--- config.mk ---
export PLATFORM = sky130hd
export DESIGN_NAME = mem_sequencer
export DESIGN_NICKNAME = d
export VERILOG_FILES = /design/src/rtl/mem_sequencer.sv
export SDC_FILE = /design/constraint.sdc
export NUM_CORES = 1
export LEC_CHECK = 0
export ABC_AREA = 1
export CORE_ASPECT_RATIO = 0.9
export CORE_MARGIN = 2
export CORE_UTILIZATION = 43
export DETAILED_ROUTE_END_ITERATION = 8
export PLACE_DENSITY = 0.81
export SYNTH_ARGS = -nofsm -noshare
export SYNTH_HDL_FRONTEND = slang
export SYNTH_SLANG_ARGS = --single-unit
export TNS_END_PERCENT = 5
--- constraint.sdc ---
create_clock -name clk -period 2.75 [get_ports clk]
set_clock_uncertainty 0.2 [all_clocks]
set_input_delay 0.275 -clock clk [delete_from_list [all_inputs] [get_ports clk]]
set_output_delay 0.275 -clock clk [all_outputs]
set_load 0.02 [all_outputs]
--- src/rtl/mem_sequencer.sv ---
// Initiator-side sequencer for a single-port data memory with a falling-edge read port.
// Serves single-word stores and incrementing read bursts, returning data over a held response channel.
module mem_sequencer #(
    parameter int DATA_WIDTH = 32,
    parameter int ADDR_WIDTH = 8,
    parameter int LEN_WIDTH  = 4
) (
    input  logic                  clk,
    input  logic                  rst,
    input  logic                  req_valid,
    output logic                  req_ready,
    input  logic                  req_we,
    input  logic [ADDR_WIDTH-1:0] req_addr,
    input  logic [DATA_WIDTH-1:0] req_wdata,
    input  logic [LEN_WIDTH-1:0]  req_len,
    output logic                  rsp_valid,
    input  logic                  rsp_ready,
    output logic [DATA_WIDTH-1:0] rsp_data,
    output logic                  rsp_last,
    output logic [ADDR_WIDTH-1:0] mem_address,
    output logic [DATA_WIDTH-1:0] mem_data,
    output logic                  mem_we,
    input  logic [DATA_WIDTH-1:0] mem_data_out,
    output logic                  busy
);

    typedef enum logic [1:0] {
        S_IDLE  = 2'd0,
        S_WRITE = 2'd1,
        S_READ  = 2'd2,
        S_RESP  = 2'd3
    } state_t;

    state_t                r_state;
    logic [ADDR_WIDTH-1:0] r_mem_address;
    logic [DATA_WIDTH-1:0] r_mem_data;
    logic                  r_mem_we;
    logic                  r_rsp_valid;
    logic [DATA_WIDTH-1:0] r_rsp_data;
    logic                  r_rsp_last;
    logic [LEN_WIDTH-1:0]  r_count;

    logic w_idle;
    logic w_last_beat;

    assign w_idle      = (r_state == S_IDLE);
    assign w_last_beat = (r_count == '0);

    // Ready is gated by rst so nothing is accepted on a reset edge.
    assign req_ready   = w_idle & ~rst;
    assign busy        = ~w_idle & ~rst;

    assign rsp_valid   = r_rsp_valid;
    assign rsp_data    = r_rsp_data;
    assign rsp_last    = r_rsp_last;
    assign mem_address = r_mem_address;
    assign mem_data    = r_mem_data;
    assign mem_we      = r_mem_we;

    always_ff @(posedge clk) begin
        if (rst) begin
            r_state       <= S_IDLE;
            r_mem_address <= '0;
            r_mem_data    <= '0;
            r_mem_we      <= 1'b0;
            r_rsp_valid   <= 1'b0;
            r_rsp_data    <= '0;
            r_rsp_last    <= 1'b0;
            r_count       <= '0;
        end else begin
            case (r_state)
                S_IDLE: begin
                    if (req_valid) begin
                        r_mem_address <= req_addr;
                        if (req_we) begin
                            r_mem_data <= req_wdata;
                            r_mem_we   <= 1'b1;
                            r_state    <= S_WRITE;
                        end else begin
                            r_count    <= req_len;
                            r_mem_we   <= 1'b0;
                            r_state    <= S_READ;
                        end
                    end
                end
                S_WRITE: begin
                    r_mem_we <= 1'b0;
                    r_state  <= S_IDLE;
                end
                S_READ: begin
                    // The memory refreshed data_out on the falling edge mid-cycle.
                    r_rsp_data  <= mem_data_out;
                    r_rsp_valid <= 1'b1;
                    r_rsp_last  <= w_last_beat;
                    r_state     <= S_RESP;
                end
                S_RESP: begin
                    if (rsp_ready) begin
                        r_rsp_valid <= 1'b0;
                        if (w_last_beat) begin
                            r_rsp_last <= 1'b0;
                            r_state    <= S_IDLE;
                        end else begin
                            r_mem_address <= r_mem_address + 1'b1;
                            r_count       <= r_count - 1'b1;
                            r_state       <= S_READ;
                        end
                    end
                end
                default: r_state <= S_IDLE;
            endcase
        end
    end

endmodule
# == After elaboration in Yosys (flattened, before gate mapping) ==
# Index checks and enable logic that the tools add are counted.
# word_totals
register_bits,81
out_inout_bits,77
elab_cells,56
# op_classes
n_addsub,2
eq_ne,8
n_mux,22
bitwise,4
reduce_logical,12
# ops
cell,count
$mux 8,3
$mux 4,4
$pmux 8 s2,1
$ne 2x2->1 const B,5
$add 8x1->8 const B,1
$mux 2,4
$pmux 2 s4,1
$pmux 4 s2,1
$pmux 1 s2,3
$reduce_and 2->1,3
$reduce_and 3->1,2
$reduce_bool 2->1,3
$mux 1,5
$reduce_and 5->1,1
$eq 2x2->1 const B,2
$logic_not 4->1,1
$reduce_and 4->1,1
$sub 4x1->4 const B,1
$and 1x1->1,2
$eq 2x1->1 const B,1
$logic_not 2->1,1
$not 1->1,2

# == Longest topological paths before layout ==
# depth
word_depth,4
depth_mapped,9

# == Worst setup path after synthesis ==
# No wires, ideal clock.
# synth_path
path_type,reg2reg
startpoint,"register r_mem_address[0], in the netlist mem_address[0]"
endpoint,"register r_mem_address[6], in the netlist mem_address[6]"
setup_time_ns,0.128
arrival_time_ns,1.203
setup_slack_ns,1.219
path_stages_with_launch,9
path_buffers,0
period_less_slack_ns,1.531
cell_sequence,dfxtp_1 ha_1 nand2_1 nor2_1 a21oi_1 nor2_1 nor2_1 nor2_1 nor2_1
# synth_between
elab_chain_cells,4
# synth_rtl
item,line,rtl
from (decl),35,logic [ADDR_WIDTH-1:0] r_mem_address;
from (signal assigned),74,r_mem_address <= req_addr;
from (signal assigned),104,r_mem_address <= r_mem_address + 1'b1;
$add 8x1->8,104,
$mux 8,100,if (w_last_beat) begin
$mux 8,98,if (rsp_ready) begin
$pmux 8 s2,71,case (r_state)
# No other way between the ends. The select of a mux whose other input is x is not followed.
# A chain may end at the register's enable or synchronous reset.

# == Worst setup path after layout ==
# layout_path
startpoint,register r_state[1]
endpoint,output port req_ready
# layout_between
elab_chain_cells,2
# layout_rtl
item,line,rtl
from (decl),34,state_t r_state;
from (signal assigned),62,r_state <= S_IDLE;
from (signal assigned),78,r_state <= S_WRITE;
from (signal assigned),82,r_state <= S_READ;
$logic_not 2->1,46,assign w_idle = (r_state == S_IDLE);
$and 1x1->1,50,assign req_ready = w_idle & ~rst;
to (decl),11,"output logic req_ready,"
# No other way between the ends.

==> reports/metrics.csv <==
metric,value,unit
place_area,4840,sq um
via_count,3398,
yosys_warnings,0,
p_per_area,640,nW/um^2
cts_resized,0,
synth_seq_cells,81,
avgSynthCellArea,7.17,sq um
pwr-share-seq,43.3,%
gp_congestion,0.783,
arrival,1.79,ns
yosysSeqAreaShare,50.9,%
clockRootBuffer,clkbuf_8,
synth_cell_types,21,
min_period_over_period,82.5,%
critPathKind,flop to primary output,
critPathLaunch,r_state[1]$_SDFFE_PP0P_,
relSlewSlack,61.0,%
slew_viol_final,0,
wl,9360,um
crit_fanout,5,
dp_hpwl,6790,um
portBuffers,157,
boundaryPins,158,
cts_tree,yes,
report.final.hold_viol_count,0,
critPathCaptureType,primary output,
r2r_start,r_state[0]$_SDFFE_PP0P_,
drv_cap,0,
clock.fmax,0.441,GHz
worstSkewPairLatency,0.34,ns
worstReg2RegEnd,mem_address[0]$_SDFFE_PP0P_,
p_int,2.19,mW
grt.overflow.total,0,
status,finished clean,
fin_crit,2.27,ns
post_cts_buffers,0,
crit_path_end,req_ready,
route.detailed.drc,0,
cts_max_level,3,
synth_cells,444,
wl_per_cell,13.5,um
die_area,8110,sq um
ant_nets,0,
pwr-share-comb,29.5,%
grt_antenna_before_repair,0,
cpPeakStageDelay,0.61,ns
worstPathCellList,"nor2_2, inv_1, nor2_1, clkdlybuf4s50_1",
clkPwrFrac,27.2,%
critPathSlowestCell,clkdlybuf4s50_1,
utilization,70.9,%
drtPass1Iterations,4,
grtUsageTotal,23.8,%
syn_nets,527,
worst-endpoint-required,2.28,ns
grt_pass1_wl,15300,um
cts_buffers,9,
start_util,44.8,%
worstMarginPinSlew,0.585,ns
worst_setup_path_start_kind,flop,
viasPerCell,4.90,
rows,29,
path_clk_slew,0.08,ns
ff_latch_area,1620,sq um
die_x,94.7,um
tns,0,ns
rsz0062_at_grt,no,
n_fill_cell,609,
p_leak,2.06,nW
drive_above_1_share,5.32,%
finalSetupViolations,0,
clk_path_buf_depth,2,
rrSetupSlack,0.79,ns
grt_max_degree,40,
multi_input_area,1390,sq um
die_h,85.6,um
clkSinkCount,81,
fin_nets,679,
first_global_vias,3354,
r2r_cells,7,
p_sw,1.04,mW
drtIter0Drc,155,
final_area,5040,sq um
hold_class,flop to flop,
core_area,7110,sq um
antenna_cells,0,
synthToLayoutAreaGrowth,58.5,%
cts_hold_buf,0,
peakVddDrop,0.499,mV
swShare,32.3,%
netlist_area,3180,sq um
==> layer usage <==
metal  vias to the layer above  routed length [um]  GRT usage, %
met4                         0                 142          8.30
met3                        13                1160          11.4
li1                       1719                   -             -
met2                       146                4260          39.1
met5                         -                   0             0
met1                      1520                3800          26.9
==> kinds of logic after synthesis <==
family,Yosys count,share of synthesized area (%)
simple gates,221,27.4
flops,81,50.9
buf+inv,45,5.46
fa+ha+maj,2,0.786
compound gates,95,15.4
==> registers in the layout, indices dropped and copies added (netlist names) <==
name	count
mem_data	32
rsp_data	32
mem_address	8
r_count	4
r_state	2
mem_we	1
rsp_last	1
rsp_valid	1
==> power groups by stage <==
stage	clock network, mW	registers [mW]	logic (mW)
finish	0.876	1.40	0.952
global route	0.949	1.42	1.04
CTS	0.907	1.40	0.959
detailed placement	0	1.42	0.954
global placement	0	1.42	0.933
floorplan	0	1.57	0.337
==> worst max-delay path: cells and delay by family (launching register included) <==
| family | cells | cell delay [ns] |
|---|---|---|
| simple gates | 2 | 0.34 |
| flops | 1 | 0.36 |
| buf+inv | 2 | 0.75 |
==> area by class of cell <==
type	count	area share (%)
Tap cell	93	2.31
Multi-Input combinational cell	318	27.5
Clock inverter	7	1.56
Sequential cell	81	32.2
Timing Repair Buffer	163	32.3
Clock buffer	9	2.46
Inverter	23	1.71
==> cell usage after synthesis <==
cell	count	share of area [%]
or2_2	2	0.39
dfxtp_1	81	51
nand4_1	1	0.20
a31oi_1	2	0.39
buf_1	1	0.12
o21ai_0	78	12
inv_2	2	0.24
nand3_1	14	2.2
o21bai_1	1	0.24
nand2_2	3	0.59
inv_1	21	2.5
nand3b_1	1	0.24
buf_2	4	0.63
nor2_2	2	0.39
a21oi_4	1	0.51
clkbuf_1	17	2.0
nand2_1	36	4.2
nor2_1	162	19
ha_1	2	0.79
a21oi_1	9	1.4
o21ai_1	4	0.63
==> worst min path at each step <==
stage | start | end | depth (start not counted)
floorplan | rst | r_state[0]$_SDFFE_PP0P_ | 1
global placement | mem_we$_SDFFE_PP0P_ | mem_we$_SDFFE_PP0P_ | 2
detailed placement | mem_we$_SDFFE_PP0P_ | mem_we$_SDFFE_PP0P_ | 2
CTS | mem_we$_SDFFE_PP0P_ | mem_we$_SDFFE_PP0P_ | 2
global route | mem_we$_SDFFE_PP0P_ | mem_we$_SDFFE_PP0P_ | 2
finish | mem_we$_SDFFE_PP0P_ | mem_we$_SDFFE_PP0P_ | 2
==> cells in the final DEF (no fill, tap or decap) <==
cell type        synthesis  final
o21ai_0                 78     78
o21ai_1                  4      4
inv_1                   21     21
clkinv_4                 0      1
nand2_1                 36     36
a21oi_1                  9      9
nand3_1                 14     14
nand2_2                  3      3
o21bai_1                 1      1
buf_12                   0      1
nand3b_1                 1      1
nand4_1                  1      1
nor2_2                   2      2
inv_2                    2      2
clkdlybuf4s50_1          0    157
clkbuf_8                 0      9
clkinvlp_4               0      3
a31oi_1                  2      2
bufinv_16                0      1
ha_1                     2      2
dfxtp_1                 81     81
or2_2                    2      2
inv_6                    0      2
a21oi_4                  1      1
buf_4                    0      5
nor2_1                 162    162
==> through the flow <==
step	hold WS, ns	total power [mW]	instances	worst slack (ns)
floorplan	0.144	1.91	444	1.22
global placement	0.251	2.35	678	0.740
detailed placement	0.257	2.38	678	0.738
CTS	0.271	3.26	694	0.462
global route	0.281	3.41	694	0.367
finish	0.266	3.23	694	0.482
Power figures use the tool's default switching activity.
